File: src/rtl/fir_pkg.sv
// Shared types and defaults for the FIR multiply-accumulate engine.
package fir_pkg;

  localparam int DEF_DATA_WIDTH = 24;
  localparam int DEF_COEF_WIDTH = 18;
  localparam int DEF_ADDR_WIDTH = 8;
  localparam int DEF_NTAPS      = 256;
  localparam int DEF_OUT_WIDTH  = 24;

  typedef enum logic [2:0] {
    IDLE,
    WRITE,
    READ,
    DRAIN,
    OUT
  } state_t;

  // Accumulator wide enough to sum 2^addr full-scale products without overflow.
  function automatic int acc_width(input int data_w, input int coef_w, input int addr_w);
    return data_w + coef_w + addr_w;
  endfunction

endpackage

File: src/rtl/fir_round_sat.sv
// Arithmetic shift with round-half-up, then clamp to the signed output range.
module fir_round_sat #(
  parameter int ACC_WIDTH = 50,
  parameter int OUT_WIDTH = 24,
  parameter int OUT_SHIFT = 17
) (
  input  logic signed [ACC_WIDTH-1:0] acc,
  output logic signed [OUT_WIDTH-1:0] out_data
);

  // One guard bit so adding the rounding constant can never wrap.
  localparam int W = ACC_WIDTH + 1;
  localparam logic signed [W-1:0] HALF = {{(W-1){1'b0}}, 1'b1} << (OUT_SHIFT - 1);
  localparam logic signed [W-1:0] MAXV = {{(W-OUT_WIDTH+1){1'b0}}, {(OUT_WIDTH-1){1'b1}}};
  localparam logic signed [W-1:0] MINV = {{(W-OUT_WIDTH+1){1'b1}}, {(OUT_WIDTH-1){1'b0}}};

  logic signed [W-1:0] sum;
  logic signed [W-1:0] shifted;

  // Round, shift, saturate.
  always_comb begin
    sum     = W'(acc) + HALF;
    shifted = sum >>> OUT_SHIFT;
    if (shifted > MAXV)      out_data = MAXV[OUT_WIDTH-1:0];
    else if (shifted < MINV) out_data = MINV[OUT_WIDTH-1:0];
    else                     out_data = shifted[OUT_WIDTH-1:0];
  end

endmodule

File: src/rtl/fir_mac_engine.sv
// Sequential FIR MAC controller: writes each accepted sample to the circular
// buffer, walks NTAPS taps newest-to-oldest against a synchronous coefficient
// ROM, and emits one rounded/saturated output per sample.
module fir_mac_engine
  import fir_pkg::*;
#(
  parameter int DATA_WIDTH = DEF_DATA_WIDTH,
  parameter int COEF_WIDTH = DEF_COEF_WIDTH,
  parameter int ADDR_WIDTH = DEF_ADDR_WIDTH,
  parameter int NTAPS      = DEF_NTAPS,
  parameter int ACC_WIDTH  = acc_width(DATA_WIDTH, COEF_WIDTH, ADDR_WIDTH),
  parameter int OUT_WIDTH  = DEF_OUT_WIDTH,
  parameter int OUT_SHIFT  = COEF_WIDTH - 1
) (
  input  logic                         clk,
  input  logic                         reset,
  input  logic signed [DATA_WIDTH-1:0] in_data,
  input  logic                         in_valid,
  output logic                         in_ready,
  output logic signed [DATA_WIDTH-1:0] buf_wdata,
  output logic                         buf_wren,
  output logic                         buf_rden,
  input  logic signed [DATA_WIDTH-1:0] buf_rdata,
  output logic        [ADDR_WIDTH-1:0] coef_addr,
  input  logic signed [COEF_WIDTH-1:0] coef_data,
  output logic signed [OUT_WIDTH-1:0]  out_data,
  output logic                         out_valid,
  output logic                         overrun
);

  localparam int PW = DATA_WIDTH + COEF_WIDTH;
  localparam logic [ADDR_WIDTH-1:0] LAST_TAP = ADDR_WIDTH'(NTAPS - 1);

  state_t                 state;
  logic                   drain_cnt;
  logic                   d_valid, d_first;
  logic                   p_valid, p_first;
  logic signed [PW-1:0]   prod;
  logic signed [ACC_WIDTH-1:0] acc, acc_next;
  logic signed [OUT_WIDTH-1:0] rs_out;

  assign in_ready = (state == IDLE);

  // The first product loads the accumulator, so no clear cycle is needed.
  always_comb begin
    acc_next = acc;
    if (p_valid) acc_next = p_first ? ACC_WIDTH'(prod) : acc + ACC_WIDTH'(prod);
  end

  // Output is formed from the value being loaded on the final accumulate edge,
  // so the registered out_data/out_valid line up with the OUT state.
  fir_round_sat #(
    .ACC_WIDTH (ACC_WIDTH),
    .OUT_WIDTH (OUT_WIDTH),
    .OUT_SHIFT (OUT_SHIFT)
  ) u_round_sat (
    .acc      (acc_next),
    .out_data (rs_out)
  );

  // MAC pipeline: read data valid -> product register -> accumulator.
  always_ff @(posedge clk) begin
    if (!reset) begin
      d_valid <= 1'b0;
      d_first <= 1'b0;
      p_valid <= 1'b0;
      p_first <= 1'b0;
      prod    <= '0;
      acc     <= '0;
    end else begin
      d_valid <= buf_rden;
      d_first <= buf_rden && (coef_addr == '0);
      p_valid <= d_valid;
      p_first <= d_first;
      if (d_valid) prod <= buf_rdata * coef_data;
      acc <= acc_next;
    end
  end

  // Control FSM with registered strobes, tap counter and overrun flag.
  always_ff @(posedge clk) begin
    if (!reset) begin
      state     <= IDLE;
      drain_cnt <= 1'b0;
      buf_wdata <= '0;
      buf_wren  <= 1'b0;
      buf_rden  <= 1'b0;
      coef_addr <= '0;
      out_data  <= '0;
      out_valid <= 1'b0;
      overrun   <= 1'b0;
    end else begin
      buf_wren  <= 1'b0;
      out_valid <= 1'b0;
      if (in_valid && state != IDLE) overrun <= 1'b1;
      case (state)
        IDLE: begin
          if (in_valid) begin
            buf_wdata <= in_data;
            buf_wren  <= 1'b1;
            state     <= WRITE;
          end
        end
        WRITE: begin
          buf_rden  <= 1'b1;
          coef_addr <= '0;
          state     <= READ;
        end
        READ: begin
          if (coef_addr == LAST_TAP) begin
            buf_rden  <= 1'b0;
            coef_addr <= '0;
            drain_cnt <= 1'b0;
            state     <= DRAIN;
          end else begin
            coef_addr <= coef_addr + 1'b1;
          end
        end
        DRAIN: begin
          if (drain_cnt) begin
            out_data  <= rs_out;
            out_valid <= 1'b1;
            state     <= OUT;
          end else begin
            drain_cnt <= 1'b1;
          end
        end
        OUT:     state <= IDLE;
        default: state <= IDLE;
      endcase
    end
  end

endmodule
File: config.mk
export PLATFORM = sky130hd
export DESIGN_NAME = fir_mac_engine
export DESIGN_NICKNAME = d
export VERILOG_FILES = /design/src/rtl/fir_pkg.sv /design/src/rtl/fir_round_sat.sv /design/src/rtl/fir_mac_engine.sv
export SDC_FILE = /design/constraint.sdc
export NUM_CORES = 2
export LEC_CHECK = 0
export ABC_AREA = 0
export BUFFER_PORTS_ARGS = -buffer_cell sky130_fd_sc_hd__buf_4
export CAP_MARGIN = 20
export CORE_MARGIN = 2
export CORE_UTILIZATION = 31
export DETAILED_ROUTE_END_ITERATION = 16
export SLEW_MARGIN = 40
export SYNTH_ARGS = -nofsm -noshare
export SYNTH_HDL_FRONTEND = slang
export SYNTH_SLANG_ARGS = --single-unit
File: constraint.sdc
create_clock -name clk -period 8.9 [get_ports clk]
set_input_delay 0.89 -clock clk [delete_from_list [all_inputs] [get_ports clk]]
set_output_delay 0.89 -clock clk [all_outputs]
set_load 0.01 [all_outputs]
Word level (Yosys, flattened, before mapping). Cells that the tools add are included.

Word-level logic and storage cells: 57. Bits of input ports: 69. Output and inout bits: 61. Flip-flop bits (word level): 160.

Reductions and logical operators: 14. Add/sub/neg operators: 3. Multiply operators: 1. Eq/ne operators: 7. Order comparisons: 2. Muxes and demuxes: 15.

Operator list (count): 50-bit two-way mux (2); 50-bit by 18-bit adder with 51-bit output, second input constant (1); 50-bit by 42-bit adder with 50-bit output (1); 24-bit two-way mux (2); 24-bit by 18-bit multiplier with 42-bit output (1); 34-bit by 24-bit > comparator with 1-bit output, second input constant (1); 34-bit by 24-bit < comparator with 1-bit output, second input constant (1); 8-bit one-hot mux with 2 select lines (1); 3-bit one-hot mux with 4 select lines (1); 2-bit AND reduction (6); 3-bit two-way mux (3); 8-bit by 1-bit adder with 8-bit output, second input constant (1); 8-bit equality test, second input constant (1); 8-bit logical NOT (1); 8-bit two-way mux (1); 3-bit by 2-bit equality test with 1-bit output, second input constant (2); 2-bit inequality test, second input constant (3); 1-bit one-hot mux with 2 select lines (2); 2-bit nonzero test (2); 3-bit by 1-bit equality test with 1-bit output, second input constant (1); 3-bit logical NOT (1); 1-bit two-way mux (3); 3-bit AND reduction (1); 3-bit nonzero test (1); 1-bit logical AND (2).

Depth between registers and ports, before layout.
Depth in word-level cells: 7. Gate-level depth with buffers: 30. Mapped depth without buffers: 29.

Cells and area by module. A second synthesis with hierarchy kept.

Cells, all modules: 3084. Area total of the unflattened synthesis: 25757.2 µm².

By module, submodules not included: fir_mac_engine (instances 1, area an instance 24747.5 µm², cells each 2935, sequential area each 3203.1 µm²); fir_round_sat (instances 1, area an instance 1009.7 µm², cells each 149, sequential area each 0.0 µm²).

Worst setup path before layout. OpenSTA, ideal clock, no wires.

Path kind: input -> register. Start: input port buf_rdata[5]. End: register prod[41]. Buffers on the path: 2. Data arrival time: 7.598 ns. Path slack: 1.170 ns. Library setup time: 0.132 ns. Stages: 28. Required time: 8.768 ns. Cells stage by stage: clkbuf_1 > clkbuf_1 > nand2_1 > fa_1 > inv_1 > fa_1 > inv_1 > fa_1 > fa_1 > fa_1 > inv_1 > fa_1 > ha_1 > a21o_1 > a21o_1 > nand4_1 > o21ai_0 > o311ai_0 > a311oi_1 > o21ai_0 > a41oi_1 > o21a_1 > o21ai_0 > nand2b_1 > a21oi_1 > o21bai_1 > mux2i_1 > a21oi_1.

Word-level cells in the longest chain between the ends: 1.

RTL lines: start: declaration (line fir_mac_engine.sv:23) `input logic signed [DATA_WIDTH-1:0] buf_rdata,`; 24-bit by 18-bit multiplier with 42-bit output (line fir_mac_engine.sv:75) `if (d_valid) prod <= buf_rdata * coef_data;`; end signal: assignment (line fir_mac_engine.sv:75); end: declaration (line fir_mac_engine.sv:38) `logic signed [PW-1:0] prod;`.

No other way between the ends. A chain may end at the register's enable or synchronous reset.

Final worst setup path.
Start: input port coef_data[8]. End: register prod[41].

Word-level cells in the longest chain between the ends: 1.

RTL lines: start: declaration (line fir_mac_engine.sv:25) `input logic signed [COEF_WIDTH-1:0] coef_data,`; 24-bit by 18-bit multiplier with 42-bit output (line fir_mac_engine.sv:75).

No other way between the ends.

==> impl_metrics.py <==
metrics = {
    "clocking": {
        "root_buffer": "clkbuf_16",
        "clock_path_buffers": 2,
        "cts_tree": "done",
        "post_cts_buffers": 0,
        "numCtsBuffers": 17,
        "htreeDepth": 4,
        "clkSlewWorstSetupHoldPaths_ns": 0.07,
        "cts_hold_buf": 0,
        "postCtsResizedCells": 0,
        "clk_latency_ns": 0.45,
        "clock_sinks": 160,
    },
    "synthesis": {
        "yosys_register_bits": 160,
        "synth_nets": 3666,
        "yosys-top-cells-area": "fa_1, dfxtp_1, ha_1",
        "synth-edff-count": 0,
        "syn_area_per_cell_sq_um": 8.539,
        "synthDistinctLibCells": 101,
        "netlist_area_sq_um": 25740,
        "synth_top_area_cell": "fa_1",
        "ys.flop_type": "dfxtp_1",
        "synthArstFlopShare_pct": 0,
        "post-synth-top-area-fraction_pct": 33.14,
        "yosys_warnings": 0,
        "synth_seq_area_share_pct": 12.45,
        "synthCells": 3014,
    },
    "route": {
        "final_antenna_net_count": 0,
        "dr.pass1.iters": 5,
        "drt-initial-drc-count": 1023,
        "drc": 0,
        "dr_wl_met3_um": 2477,
        "routed.top_layer": "met5",
        "vias": 20260,
        "via_per_inst": 4.925,
        "wl_met1_um": 28060,
        "dr_wl_met2_um": 32310,
        "routedWlPerCell_um": 15.54,
        "totalWireLength_um": 63950,
    },
    "placement": {
        "io_buffers": 129,
        "hpwl_um": 51580,
        "gp_congestion": 0.8679,
    },
    "setup_path": {
        "path_max_fanout": 24,
        "required_ns": 9.21,
        "worst-setup-path-type": "input pin to flip-flop",
        "path_common_cell": "fa_1",
        "critPathArrivalTime_ns": 8.04,
        "crit_buf_inv": 5,
        "slowest_delay_ns": 0.55,
        "slowest_stage": "fa_1",
        "critical_path.top_delay_family": "adder cells",
        "start_kind": "input pin",
        "crit_path_end_kind": "flip-flop",
    },
    "finish": {
        "area_delta_synth_final_pct": 9.557,
        "nNetsFinal": 3683,
        "layout-drive-gt1-share_pct": 8.311,
        "diodes": 0,
    },
    "global_route": {
        "antenna_found_initial": 1,
        "grt_overflow": 0,
        "grt_max_degree": 69,
        "grt_pass1_vias": 20690,
        "grt_pass1_wl_um": 107800,
        "track_usage_pct": 15.47,
    },
    "timing": {
        "tightest_slew_ns": 0.8136,
        "rsz0062_at_grt": "false",
        "hold_violations": 0,
        "whs_ns": 0.4288,
        "fin_crit_ns": 7.730,
        "finalSetupViolCount": 0,
        "slew_viol_final": 0,
        "fin_crit_sh_pct": 86.85,
        "finClkSkew_ns": 0.009605,
        "slew_headroom_pct": 45.76,
        "fin_setup_tns_ns": 0,
        "max_freq_mhz": 129.4,
    },
    "floorplanning": {
        "core_area_sq_um": 82110,
        "start_util_pct": 31.34,
        "die-area_sq_um": 85340,
        "rows": 105,
        "die_w_um": 292.1,
        "io-pin-count": 130,
        "die-height_um": 292.1,
    },
    "status": {
        "outcome": "completed",
    },
    "min_path": {
        "holdCritPathClass": "flip-flop to flip-flop",
    },
    "job": {
        "maxCapViolations": 0,
    },
}
area by class of cell:
| type | instances | area, sq um |
|---|---|---|
| tap | 1070 | 1339 |
| inverter | 503 | 1891 |
| multi-input combinational | 2202 | 20040 |
| fill | 8499 | 53910 |
| timing repair buffer | 147 | 1105 |
| clock inverter | 10 | 146.4 |
| clock buffer | 22 | 474.2 |
| sequential | 160 | 3207 |
cell families (layout without fill, tap and decap cells):
family,after synthesis,after routing,synth area share [%]
muxes,47,47,1.833
AOI/OAI and AO/OA,468,468,13.16
xor gates and xnor gates,87,87,2.961
adders and majority gates,583,583,40.77
DFF,160,160,12.45
and+or+nand+nor,1017,1017,19.11
buffers and inverters,652,682,9.723
path summary, 6_finish.rpt:
kind	startpoint	to	slack [ns]	depth (start not counted)
hold reg to reg	d_first$_SDFF_PN0_	p_first$_SDFF_PN0_	0.43	1
setup / recovery	coef_data[8]	prod[41]$_SDFFE_PN0P_	1.17	27
setup reg to reg	prod[0]$_SDFFE_PN0P_	out_data[1]$_SDFFE_PN0P_	3.24	21
hold / removal	d_first$_SDFF_PN0_	p_first$_SDFF_PN0_	0.43	1
layer usage:
layer  GRT usage, %  vias to the layer above
li1               -                     9632
met1          19.98                    10210
met2          27.32                      360
met3          2.192                       58
met4          3.369                        2
met5              0                        -
per-stage QoR:
| stage | setup WS [ns] | instance area [sq um] | util, % | cells |
|---|---|---|---|---|
| after CTS | 1.183 | 28190 | 34.33 | 4113 |
| after floorplan | 1.170 | 25740 | - | 3014 |
| after global placement | 0.7482 | 27560 | 33.56 | 4080 |
| final | 1.170 | 28200 | 34.34 | 4114 |
| after detailed placement | 0.7467 | 27570 | 33.58 | 4081 |
| after global routing | 0.5999 | 28200 | 34.34 | 4114 |
cells in the final DEF (no fill, tap or decap), types with 5 or more instances in the layout:
cell / synthesis / layout
a21oi_1: 134 / 134
ha_1: 157 / 157
a221oi_1: 8 / 8
nand3b_1: 10 / 10
nor3_1: 31 / 31
buf_4: 2 / 145
nand4_1: 15 / 15
o21ai_0: 100 / 100
o21a_1: 15 / 15
xnor2_1: 62 / 62
and3_1: 38 / 38
mux2i_1: 46 / 46
a211oi_1: 15 / 15
dfxtp_1: 160 / 157
nand2b_1: 47 / 47
and2_1: 144 / 143
clkbuf_16: 0 / 17
o2111ai_1: 5 / 5
fa_1: 426 / 426
xor2_1: 25 / 25
a21o_1: 37 / 37
nand2_1: 425 / 424
a22oi_1: 5 / 5
a221o_1: 5 / 5
nand3_1: 38 / 38
a31oi_1: 16 / 16
o211ai_1: 18 / 18
nor2b_1: 18 / 18
and4_1: 5 / 5
or3_1: 17 / 17
o32ai_2: 19 / 19
o21bai_1: 7 / 7
inv_1: 500 / 500
nor2_1: 187 / 187
a41oi_1: 5 / 5
registers in the layout (all words and copies together) (netlist names), 3 cells and up:
| register | cells |
|---|---|
| out_data | 24 |
| buf_wdata | 24 |
| acc | 50 |
| state | 3 |
| coef_addr | 8 |
| prod | 42 |
synthesized netlist by cell type, types with 37 or more instances:
cell type / instances
fa_1: 426
mux2i_1: 46
o21ai_0: 100
inv_1: 500
nand2_1: 425
dfxtp_1: 160
nor2_1: 187
and2_1: 144
a21o_1: 37
a21oi_1: 134
nand3_1: 38
clkbuf_1: 128
nand2b_1: 47
and3_1: 38
ha_1: 157
xnor2_1: 62
Power is left out: the tool's default activity adds up to more than one toggle a clock period on the data nets, which glitch-free logic cannot reach.
